## src/rtl/stopwatch_pkg.sv

```systemverilog
// Shared types for the stopwatch lap timer: FSM state,
// field limits and the packed time value used live and in the lap FIFO.
package stopwatch_pkg;

  typedef enum logic [1:0] {
    IDLE,
    RUN,
    PAUSED
  } state_t;

  localparam int CS_MAX  = 99;
  localparam int SEC_MAX = 59;

  // Minute field is sized for the largest supported MIN_MAX (63).
  localparam int MIN_W = 6;

  typedef struct packed {
    logic [MIN_W-1:0] min;
    logic [5:0]       sec;
    logic [6:0]       cs;
  } time_t;

  localparam int TIME_W = $bits(time_t);

endpackage

```

## src/rtl/lap_fifo.sv

```systemverilog
// Synchronous FIFO of lap snapshots with full/empty/count.
// Ports: clk, reset (async), clr (sync), push/din, pop/dout, count, full, empty.
module lap_fifo #(
  parameter int DEPTH = 4,
  parameter int WIDTH = 8,
  localparam int AW = $clog2(DEPTH),
  localparam int CW = AW + 1
) (
  input  logic             clk,
  input  logic             reset,
  input  logic             clr,
  input  logic             push,
  input  logic             pop,
  input  logic [WIDTH-1:0] din,
  output logic [WIDTH-1:0] dout,
  output logic [CW-1:0]    count,
  output logic             full,
  output logic             empty
);

  logic [WIDTH-1:0] mem_q [DEPTH];
  logic [AW-1:0]    wr_q, wr_d;
  logic [AW-1:0]    rd_q, rd_d;
  logic [CW-1:0]    cnt_q, cnt_d;
  logic             do_push, do_pop;

  assign full  = (cnt_q == CW'(DEPTH));
  assign empty = (cnt_q == '0);

  // A pop frees a slot in the same cycle, so a full FIFO
  // can accept a simultaneous push.
  assign do_pop  = pop & ~empty;
  assign do_push = push & (~full | do_pop);

  always_comb begin
    wr_d  = wr_q;
    rd_d  = rd_q;
    cnt_d = cnt_q;
    if (clr) begin
      wr_d  = '0;
      rd_d  = '0;
      cnt_d = '0;
    end else begin
      if (do_push) wr_d = wr_q + AW'(1);
      if (do_pop)  rd_d = rd_q + AW'(1);
      if (do_push && !do_pop) cnt_d = cnt_q + CW'(1);
      if (do_pop && !do_push) cnt_d = cnt_q - CW'(1);
    end
  end

  always_ff @(posedge clk or posedge reset) begin
    if (reset) begin
      wr_q  <= '0;
      rd_q  <= '0;
      cnt_q <= '0;
    end else begin
      wr_q  <= wr_d;
      rd_q  <= rd_d;
      cnt_q <= cnt_d;
    end
  end

  always_ff @(posedge clk) begin
    if (do_push && !clr) mem_q[wr_q] <= din;
  end

  assign dout  = mem_q[rd_q];
  assign count = cnt_q;

endmodule

```

## src/rtl/stopwatch_lap_timer.sv

```systemverilog
// Stopwatch with prescaler, cs/sec/min time, run/pause FSM and lap FIFO.
// Ports: clk, reset, start/stop/clear/lap/lap_rd in; time, wrap, lap head/status out.
module stopwatch_lap_timer
  import stopwatch_pkg::*;
#(
  parameter int TICK_DIV  = 100000,
  parameter int DIV_WIDTH = 17,
  parameter int MIN_MAX   = 59,
  parameter int LAP_DEPTH = 4,
  localparam int MW = $clog2(MIN_MAX + 1),
  localparam int CW = $clog2(LAP_DEPTH) + 1
) (
  input  logic          clk,
  input  logic          reset,
  input  logic          start,
  input  logic          stop,
  input  logic          clear,
  input  logic          lap,
  input  logic          lap_rd,
  output logic          running,
  output logic [6:0]    cs,
  output logic [5:0]    sec,
  output logic [MW-1:0] min,
  output logic          wrap,
  output logic          lap_valid,
  output logic [6:0]    lap_cs,
  output logic [5:0]    lap_sec,
  output logic [MW-1:0] lap_min,
  output logic [CW-1:0] lap_count,
  output logic          lap_overflow
);

  localparam logic [DIV_WIDTH-1:0] DIV_LAST =
    DIV_WIDTH'(TICK_DIV - 1);
  localparam logic [MIN_W-1:0] MIN_LAST = MIN_W'(MIN_MAX);

  state_t                 state_q, state_d;
  logic [DIV_WIDTH-1:0]   div_q, div_d;
  time_t                  time_q, time_d;
  logic                   wrap_q, wrap_d;
  logic                   ovf_q, ovf_d;

  logic                   lap_push, lap_pop;
  time_t                  head;
  logic [CW-1:0]          fifo_count;
  logic                   fifo_full, fifo_empty;

  // Upper minute bits stay zero; they are only kept for the shared layout.
  logic                   unused_min_bits;
  assign unused_min_bits = ^{time_q.min, head.min};

  always_comb begin
    state_d = state_q;
    if (clear) begin
      state_d = IDLE;
    end else if (stop) begin
      if (state_q == RUN) state_d = PAUSED;
    end else if (start) begin
      if (state_q != RUN) state_d = RUN;
    end
  end

  // Prescaler and mixed-radix time; both hold outside RUN so a
  // resume finishes the partial tick.
  always_comb begin
    div_d  = div_q;
    time_d = time_q;
    wrap_d = 1'b0;
    if (clear) begin
      div_d  = '0;
      time_d = '0;
    end else if (state_q == RUN) begin
      if (div_q != DIV_LAST) begin
        div_d = div_q + DIV_WIDTH'(1);
      end else begin
        div_d = '0;
        if (time_q.cs != 7'(CS_MAX)) begin
          time_d.cs = time_q.cs + 7'd1;
        end else begin
          time_d.cs = '0;
          if (time_q.sec != 6'(SEC_MAX)) begin
            time_d.sec = time_q.sec + 6'd1;
          end else begin
            time_d.sec = '0;
            if (time_q.min != MIN_LAST) begin
              time_d.min = time_q.min + MIN_W'(1);
            end else begin
              time_d.min = '0;
              wrap_d     = 1'b1;
            end
          end
        end
      end
    end
  end

  assign lap_push = lap & ~clear & (state_q != IDLE);
  assign lap_pop  = lap_rd & ~clear;

  // A full FIFO only drops the lap when no pop makes room.
  always_comb begin
    ovf_d = ovf_q;
    if (clear) begin
      ovf_d = 1'b0;
    end else if (lap_push && fifo_full && !lap_pop) begin
      ovf_d = 1'b1;
    end
  end

  always_ff @(posedge clk or posedge reset) begin
    if (reset) begin
      state_q <= IDLE;
      div_q   <= '0;
      time_q  <= '0;
      wrap_q  <= 1'b0;
      ovf_q   <= 1'b0;
    end else begin
      state_q <= state_d;
      div_q   <= div_d;
      time_q  <= time_d;
      wrap_q  <= wrap_d;
      ovf_q   <= ovf_d;
    end
  end

  lap_fifo #(
    .DEPTH (LAP_DEPTH),
    .WIDTH (TIME_W)
  ) u_fifo (
    .clk   (clk),
    .reset (reset),
    .clr   (clear),
    .push  (lap_push),
    .pop   (lap_pop),
    .din   (time_q),
    .dout  (head),
    .count (fifo_count),
    .full  (fifo_full),
    .empty (fifo_empty)
  );

  assign running      = (state_q == RUN);
  assign cs           = time_q.cs;
  assign sec          = time_q.sec;
  assign min          = time_q.min[MW-1:0];
  assign wrap         = wrap_q;
  assign lap_valid    = ~fifo_empty;
  assign lap_cs       = fifo_empty ? '0 : head.cs;
  assign lap_sec      = fifo_empty ? '0 : head.sec;
  assign lap_min      = fifo_empty ? '0 : head.min[MW-1:0];
  assign lap_count    = fifo_count;
  assign lap_overflow = ovf_q;

endmodule

```

## config.mk

```make
export PLATFORM = sky130hd
export DESIGN_NAME = stopwatch_lap_timer
export DESIGN_NICKNAME = d
export VERILOG_FILES = /design/src/rtl/stopwatch_pkg.sv /design/src/rtl/lap_fifo.sv /design/src/rtl/stopwatch_lap_timer.sv
export SDC_FILE = /design/constraint.sdc
export NUM_CORES = 1
export LEC_CHECK = 0
export ABC_AREA = 1
export CAP_MARGIN = 10
export CORE_MARGIN = 3
export CORE_UTILIZATION = 35
export DETAILED_ROUTE_END_ITERATION = 12
export PLACE_DENSITY = 0.59
export SYNTH_ARGS = -nofsm -noshare
export SYNTH_HDL_FRONTEND = slang
export SYNTH_SLANG_ARGS = --single-unit
export TNS_END_PERCENT = 30
```

## constraint.sdc

```tcl
create_clock -name clk -period 5.55 [get_ports clk]
set_clock_uncertainty 0.2 [all_clocks]
set_input_delay 0.8325 -clock clk [delete_from_list [all_inputs] [get_ports clk]]
set_output_delay 0.8325 -clock clk [all_outputs]
set_load 0.005 [all_outputs]
```

; Word level (Yosys, flattened, before mapping)
; Memories as Yosys holds them, arrays and structs flattened.
; Cells that the tools add are included.
[word_totals]
ram_bits = 76
ff_bits = 47
out_inout_bits = 45
mem_count = 1
[mem_list]
columns = memory, words, word_bits, rd, rd_ports_with_merged_regs, wr, line_no
row1 = u_fifo.mem_q, 4, 19, 1, 0, 1, lap_fifo.sv:21  ; logic [WIDTH-1:0] mem_q [DEPTH];
[classes]
bitwise = 9
eq_ne = 11
addsub = 8
reduce_logical = 22
mux = 36
[op_table]
columns = cell, count
row1 = 19-bit two-way mux, 3
row2 = 17-bit two-way mux, 3
row3 = 6-bit two-way mux, 5
row4 = 2-bit two-way mux, 9
row5 = 17-bit by 1-bit adder with 17-bit output (second input constant), 1
row6 = 17-bit inequality test (second input constant), 1
row7 = 7-bit two-way mux, 2
row8 = 6-bit by 1-bit adder with 6-bit output (second input constant), 2
row9 = 12-bit two-way mux, 1
row10 = 6-bit inequality test (second input constant), 2
row11 = 1-bit two-way mux, 10
row12 = 2-bit nonzero test, 5
row13 = 3-bit two-way mux, 3
row14 = 3-bit nonzero test, 3
row15 = 7-bit by 1-bit adder with 7-bit output (second input constant), 1
row16 = 7-bit inequality test (second input constant), 1
row17 = 2-bit inequality test (second input constant), 3
row18 = 3-bit AND reduction, 2
row19 = 1-bit bitwise AND, 5
row20 = 1-bit logical AND, 5
row21 = 2-bit by 1-bit adder with 2-bit output (second input constant), 2
row22 = 1-bit zero test, 4
row23 = 4-bit AND reduction, 1
row24 = 3-bit by 1-bit adder with 3-bit output (second input constant), 1
row25 = 9 further kinds, 11

; Depth between registers and ports, before layout
[depth]
ltp_word = 9
mapped_depth = 12
mapped_depth_nobuf = 12

; Cells and area by module
; From an unflattened synthesis, not the netlist that was laid out.
[unflattened]
hier_cells = 659
hier_area_um2 = 6145.9
[by_module_without_submodules]
columns = module, cells_each, instances, area_each_um2, seq_area_each_um2
row1 = lap_fifo, 250, 1, 3447.1, 2457.4
row2 = stopwatch_lap_timer, 409, 1, 2698.8, 1001.0

; Worst setup path after synthesis
; No wires, ideal clock.
[synth_timing]
path_type = input-to-reg
startpoint = in lap
endpoint = mem u_fifo.mem_q[0][0] (netlist name) (enable)
t_arrival_ns = 2.120
setup_slack_ns = 2.835
stages = 4
required_ns = 4.955
setup_time_ns = 0.395
cell_sequence = o21ai_1 > nor2_1 > nand2_1 > nor2_1
[synth_via]
elab_chain_len = 6
[synth_rtl]
columns = element, line_no
row1 = start: declaration, stopwatch_lap_timer.sv:18  ; input logic lap,
row2 = 1-bit bitwise AND (2 in a row), stopwatch_lap_timer.sv:97  ; assign lap_push = lap & ~clear & (state_q != IDLE);
row3 = 1-bit bitwise AND, lap_fifo.sv:33  ; assign do_push = push & (~full | do_pop);
row4 = 1-bit logical AND, lap_fifo.sv:64  ; if (do_push && !clr) mem_q[wr_q] <= din;
row5 = 1-bit two-way mux, lap_fifo.sv:64
row6 = 1-bit two-way mux (not written as such), lap_fifo.sv:64
row7 = end: declaration, lap_fifo.sv:21
; No other way between the ends.

; Worst setup path in the final report
[layout_timing]
startpoint = reg u_fifo.rd_q[1]
endpoint = out lap_cs[2]
[layout_via]
elab_chain_len = 2
[layout_rtl]
columns = element, line_no
row1 = start: declaration, lap_fifo.sv:23  ; logic [AW-1:0] rd_q, rd_d;
row2 = start signal: assignment, lap_fifo.sv:58  ; rd_q <= rd_d;
row3 = memory 4 x 19 bit, n/a
row4 = 7-bit two-way mux, stopwatch_lap_timer.sv:148  ; assign lap_cs = fifo_empty ? '0 : head.cs;
row5 = end: declaration, stopwatch_lap_timer.sv:26  ; output logic [6:0] lap_cs,
; No other way between the ends.

==> results by group <==
Power
  – Seq pwr share: around 45%
  – Clk pwr share: approximately 45%
  – Power density over cell area: approximately 350 nW/µm²
  – Total power: around 2.5 mW
  – Internal: around 1.9 mW
  – Logic pwr share: under 10%
  – Peak supply drop: 207 µV
  – P_sw: just under 0.6 mW
  – Pleak: between 2 and 3 nW
  – Switch share: between 20% and 30%

Worst hold path
  – Hold_sp: lap_overflow
  – Worst min-delay path endpoint: lap_overflow
  – Hold Crit Depth: 1
  – Min-delay worst type: reg -> reg

Final layout
  – Area grow syn2layout: 22.0%
  – Fin util: ~44%
  – Final net count: around 680
  – Post-route cell area: 7170 µm²
  – Ant diodes: 0
  – Share of post-route cells with drive strength above 1: between 10 and 15%
  – Final Non-Filler Cells: 893

STA
  – Fin. max-slew vios: 0
  – Final hold vios: 0
  – Final setup fails: 0
  – Ratio of final minimum period to clock period: between 60% and 70%
  – Slew headroom: approximately a third
  – WHS: just over 0.3 ns
  – Post-route setup slack: between 1.5 and 2 ns
  – Fmax: approximately 260 MHz
  – RSZ-0062 raised after global routing: no
  – Fin crit period: a little under 4 ns
  – Worst-margin pin slew: about 1 ns
  – Setup TNS Final: 0 ns

Status
  – Outcome: complete, no violations

Die
  – Die W: between 100 and 150 µm
  – Die area: around 18000 µm²
  – FP Rows: 46
  – I/O Pins: 52
  – Die height: roughly 140 µm
  – Initial Utilization: a little over a third
  – Core ar.: ~16000 µm²

Clocking
  – Clk Tree Root Cell: clkbuf_16
  – Latest clock arrival within the worst-skew pair: between 0.4 and 0.5 ns
  – Post-CTS Setup Repair Bufs: 0
  – H-tree Lvls: 4
  – CTS tree: yes
  – Hold buffer count at CTS: 0
  – TritonCTS Buffers: 17
  – Sinks on the clock net: roughly 120
  – Clk slew on worst S/H paths: around 0.050 ns
  – # resized after CTS: 0
  – Clk buf depth: 2

Place
  – Port Buffer Count: slightly above 50
  – Cell area after placement: 6570 µm²
  – Placed Cells: 862
  – Routability cong.: around 0.81
  – Detail Placement HPWL: 8.48 mm
  – Worst slack, placed: 2.09 ns

Global routing
  – Vias in the first global route: ~4400
  – Initial antenna violation count: 0
  – Gr ovfl total: 0
  – Gr usage total: ~15%
  – First-pass GRT wire length: ~22 mm
  – Largest net degree at the start of global routing: between 40 and 50

Route
  – Via count: around 4400
  – Initial DRC count: 210
  – Vias per cell: a little under 5
  – DRT antenna net count: 0
  – # DRC: 0
  – Final WL: between 10 and 15 mm
  – Drt first pass iters: 5
  – WL per Instance: approximately 15 µm

Worst setup path
  – CP max-delay cell: dfrtp_1
  – Worst setup EP type: primary output
  – Reg-to-Reg Start: u_fifo.count[0]
  – Reg2Reg Capture Point: u_fifo.count[2]
  – Crit path launch type: register
  – Crit Path Max Fanout: 21
  – CP arrival: 2.84 ns
  – Crit Path Class: reg -> out
  – FF-to-FF path depth: 11
  – CP max stage delay: 0.78 ns
  – CP Cell Sequence: inv_1 > nor2_1 > o21ai_0 > a21oi_1 > clkdlybuf4s50_1
  – WP data required: 4.52 ns
  – Worst reg2reg setup slack: 3.36 ns

Synth
  – Synth unique cells: a little over 40
  – Syn nets: 628
  – FF+latch count, synth: about 120
  – Post-synthesis instance total: about 610
  – Syn Std Cell Area: roughly 5900 µm²
  – Avg Cell Area, Syn: 9.61 µm²
  – Register area share after synthesis: 58.8%
  – Syn. warnings: 0

Run
  – Max-cap violations: 0
==> critical path: cells and delay by family (launching register included) <==
family                 cells  cell delay [ns]
AOI/OAI and AO/OA          2             0.32
buffers and inverters      2             1.11
DFF                        1             0.78
and+or+nand+nor            1             0.21
==> state kept, by name, summed over array words and instances (netlist names) <==
signal	cells
div_q	17
state_q	2
cs	7
u_fifo.mem_q	76
sec	6
lap_overflow	1
u_fifo.rd_q	2
u_fifo.count	3
wrap	1
min	6
u_fifo.wr_q	2
==> synth_stat cells <==
cell | instances | area share (%)
nand2_2 | 8 | 0.85
nand4_1 | 13 | 1.4
buf_2 | 8 | 0.68
nor3_1 | 5 | 0.43
a31oi_1 | 3 | 0.32
buf_6 | 2 | 0.38
a32o_1 | 1 | 0.17
nor2_4 | 3 | 0.57
ha_1 | 8 | 1.7
o21ai_4 | 1 | 0.28
clkinv_1 | 1 | 0.064
inv_1 | 43 | 2.7
nor2_1 | 124 | 7.9
fa_1 | 1 | 0.34
xor2_1 | 13 | 1.9
nand3b_1 | 1 | 0.13
and3_1 | 1 | 0.11
buf_8 | 1 | 0.26
o21ai_0 | 49 | 4.2
a21oi_2 | 1 | 0.15
o21ai_1 | 2 | 0.17
o21ai_2 | 3 | 0.45
inv_2 | 5 | 0.32
nor3b_2 | 1 | 0.21
nor2_2 | 8 | 0.85
or2_2 | 1 | 0.11
nand2_4 | 2 | 0.38
buf_1 | 1 | 0.064
nand4_2 | 1 | 0.21
dfrtp_1 | 47 | 20
nor3b_1 | 1 | 0.13
nand3_1 | 36 | 3.1
buf_4 | 3 | 0.38
o22ai_1 | 1 | 0.11
a21oi_1 | 23 | 2.0
xnor2_1 | 3 | 0.45
edfxtp_1 | 76 | 39
nand2_1 | 99 | 6.3
nand3_4 | 1 | 0.30
nand3_2 | 4 | 0.68
clkbuf_1 | 7 | 0.45
==> metal layers <==
metal	vias up	global-route usage [%]	routed length [µm]	share of wire, %
li1	2154	-	-	-
met1	2123	19.5	6070	46
met2	74	25.5	6450	49
met3	11	3.60	445	3.4
met4	0	5.60	132	1.0
met5	-	0	0	0
==> worst max path at each step <==
stage              startpoint            endpoint  slack (ns)  depth (start not counted)
2_1_floorplan             lap  u_fifo.mem_q[0][0]        2.84                          4
3_3_place_gp   u_fifo.rd_q[1]           lap_cs[2]        2.18                          5
3_5_place_dp   u_fifo.rd_q[1]           lap_cs[2]        2.09                          5
4_1_cts        u_fifo.rd_q[1]           lap_cs[2]        1.61                          5
5_1_grt        u_fifo.rd_q[1]           lap_cs[2]        1.37                          5
6_report       u_fifo.rd_q[1]           lap_cs[2]        1.68                          5
==> area by class of cell <==
type                    count  area (µm²)
fillers                  1528        9000
flip-flops and latches    123        3460
multi-input cells         418        2110
repair buffers             56         548
clock buffers              19         433
well taps                 216         270
inverters                  49         184
clock inverters            12         174
==> layout by cell type (no fill, tap or decap), drive strengths merged, types with 3 or more instances in the layout <==
cell             n
a21oi           24
nand3           41
nor2           135
dfrtp           47
xor2            13
nor3             5
clkdlybuf4s50   51
clkbuf          19
o21ai           55
bufinv           4
clkinv           8
nand2          109
buf              5
ha               8
edfxtp          76
inv             48
a31oi            3
nand4           14
xnor2            3
==> logic make-up after synthesis <==
family / count (synthesis) / synth area share (%)
simple gates: 309 / 23.6
compound gates: 84 / 7.77
flops: 123 / 58.8
fa+ha+maj: 9 / 2.04
xor+xnor: 16 / 2.38
buf+inv: 71 / 5.34
==> power by group through the flow <==
stage / clock network [mW] / logic, mW / registers [mW]
after floorplan: 0 / 0.140 / 1.11
after global placement: 0 / 0.244 / 1.13
after detailed placement: 0 / 0.250 / 1.14
after CTS: 1.16 / 0.251 / 1.12
after global routing: 1.20 / 0.280 / 1.13
final: 1.13 / 0.246 / 1.12
Power figures use the tool's default switching activity.
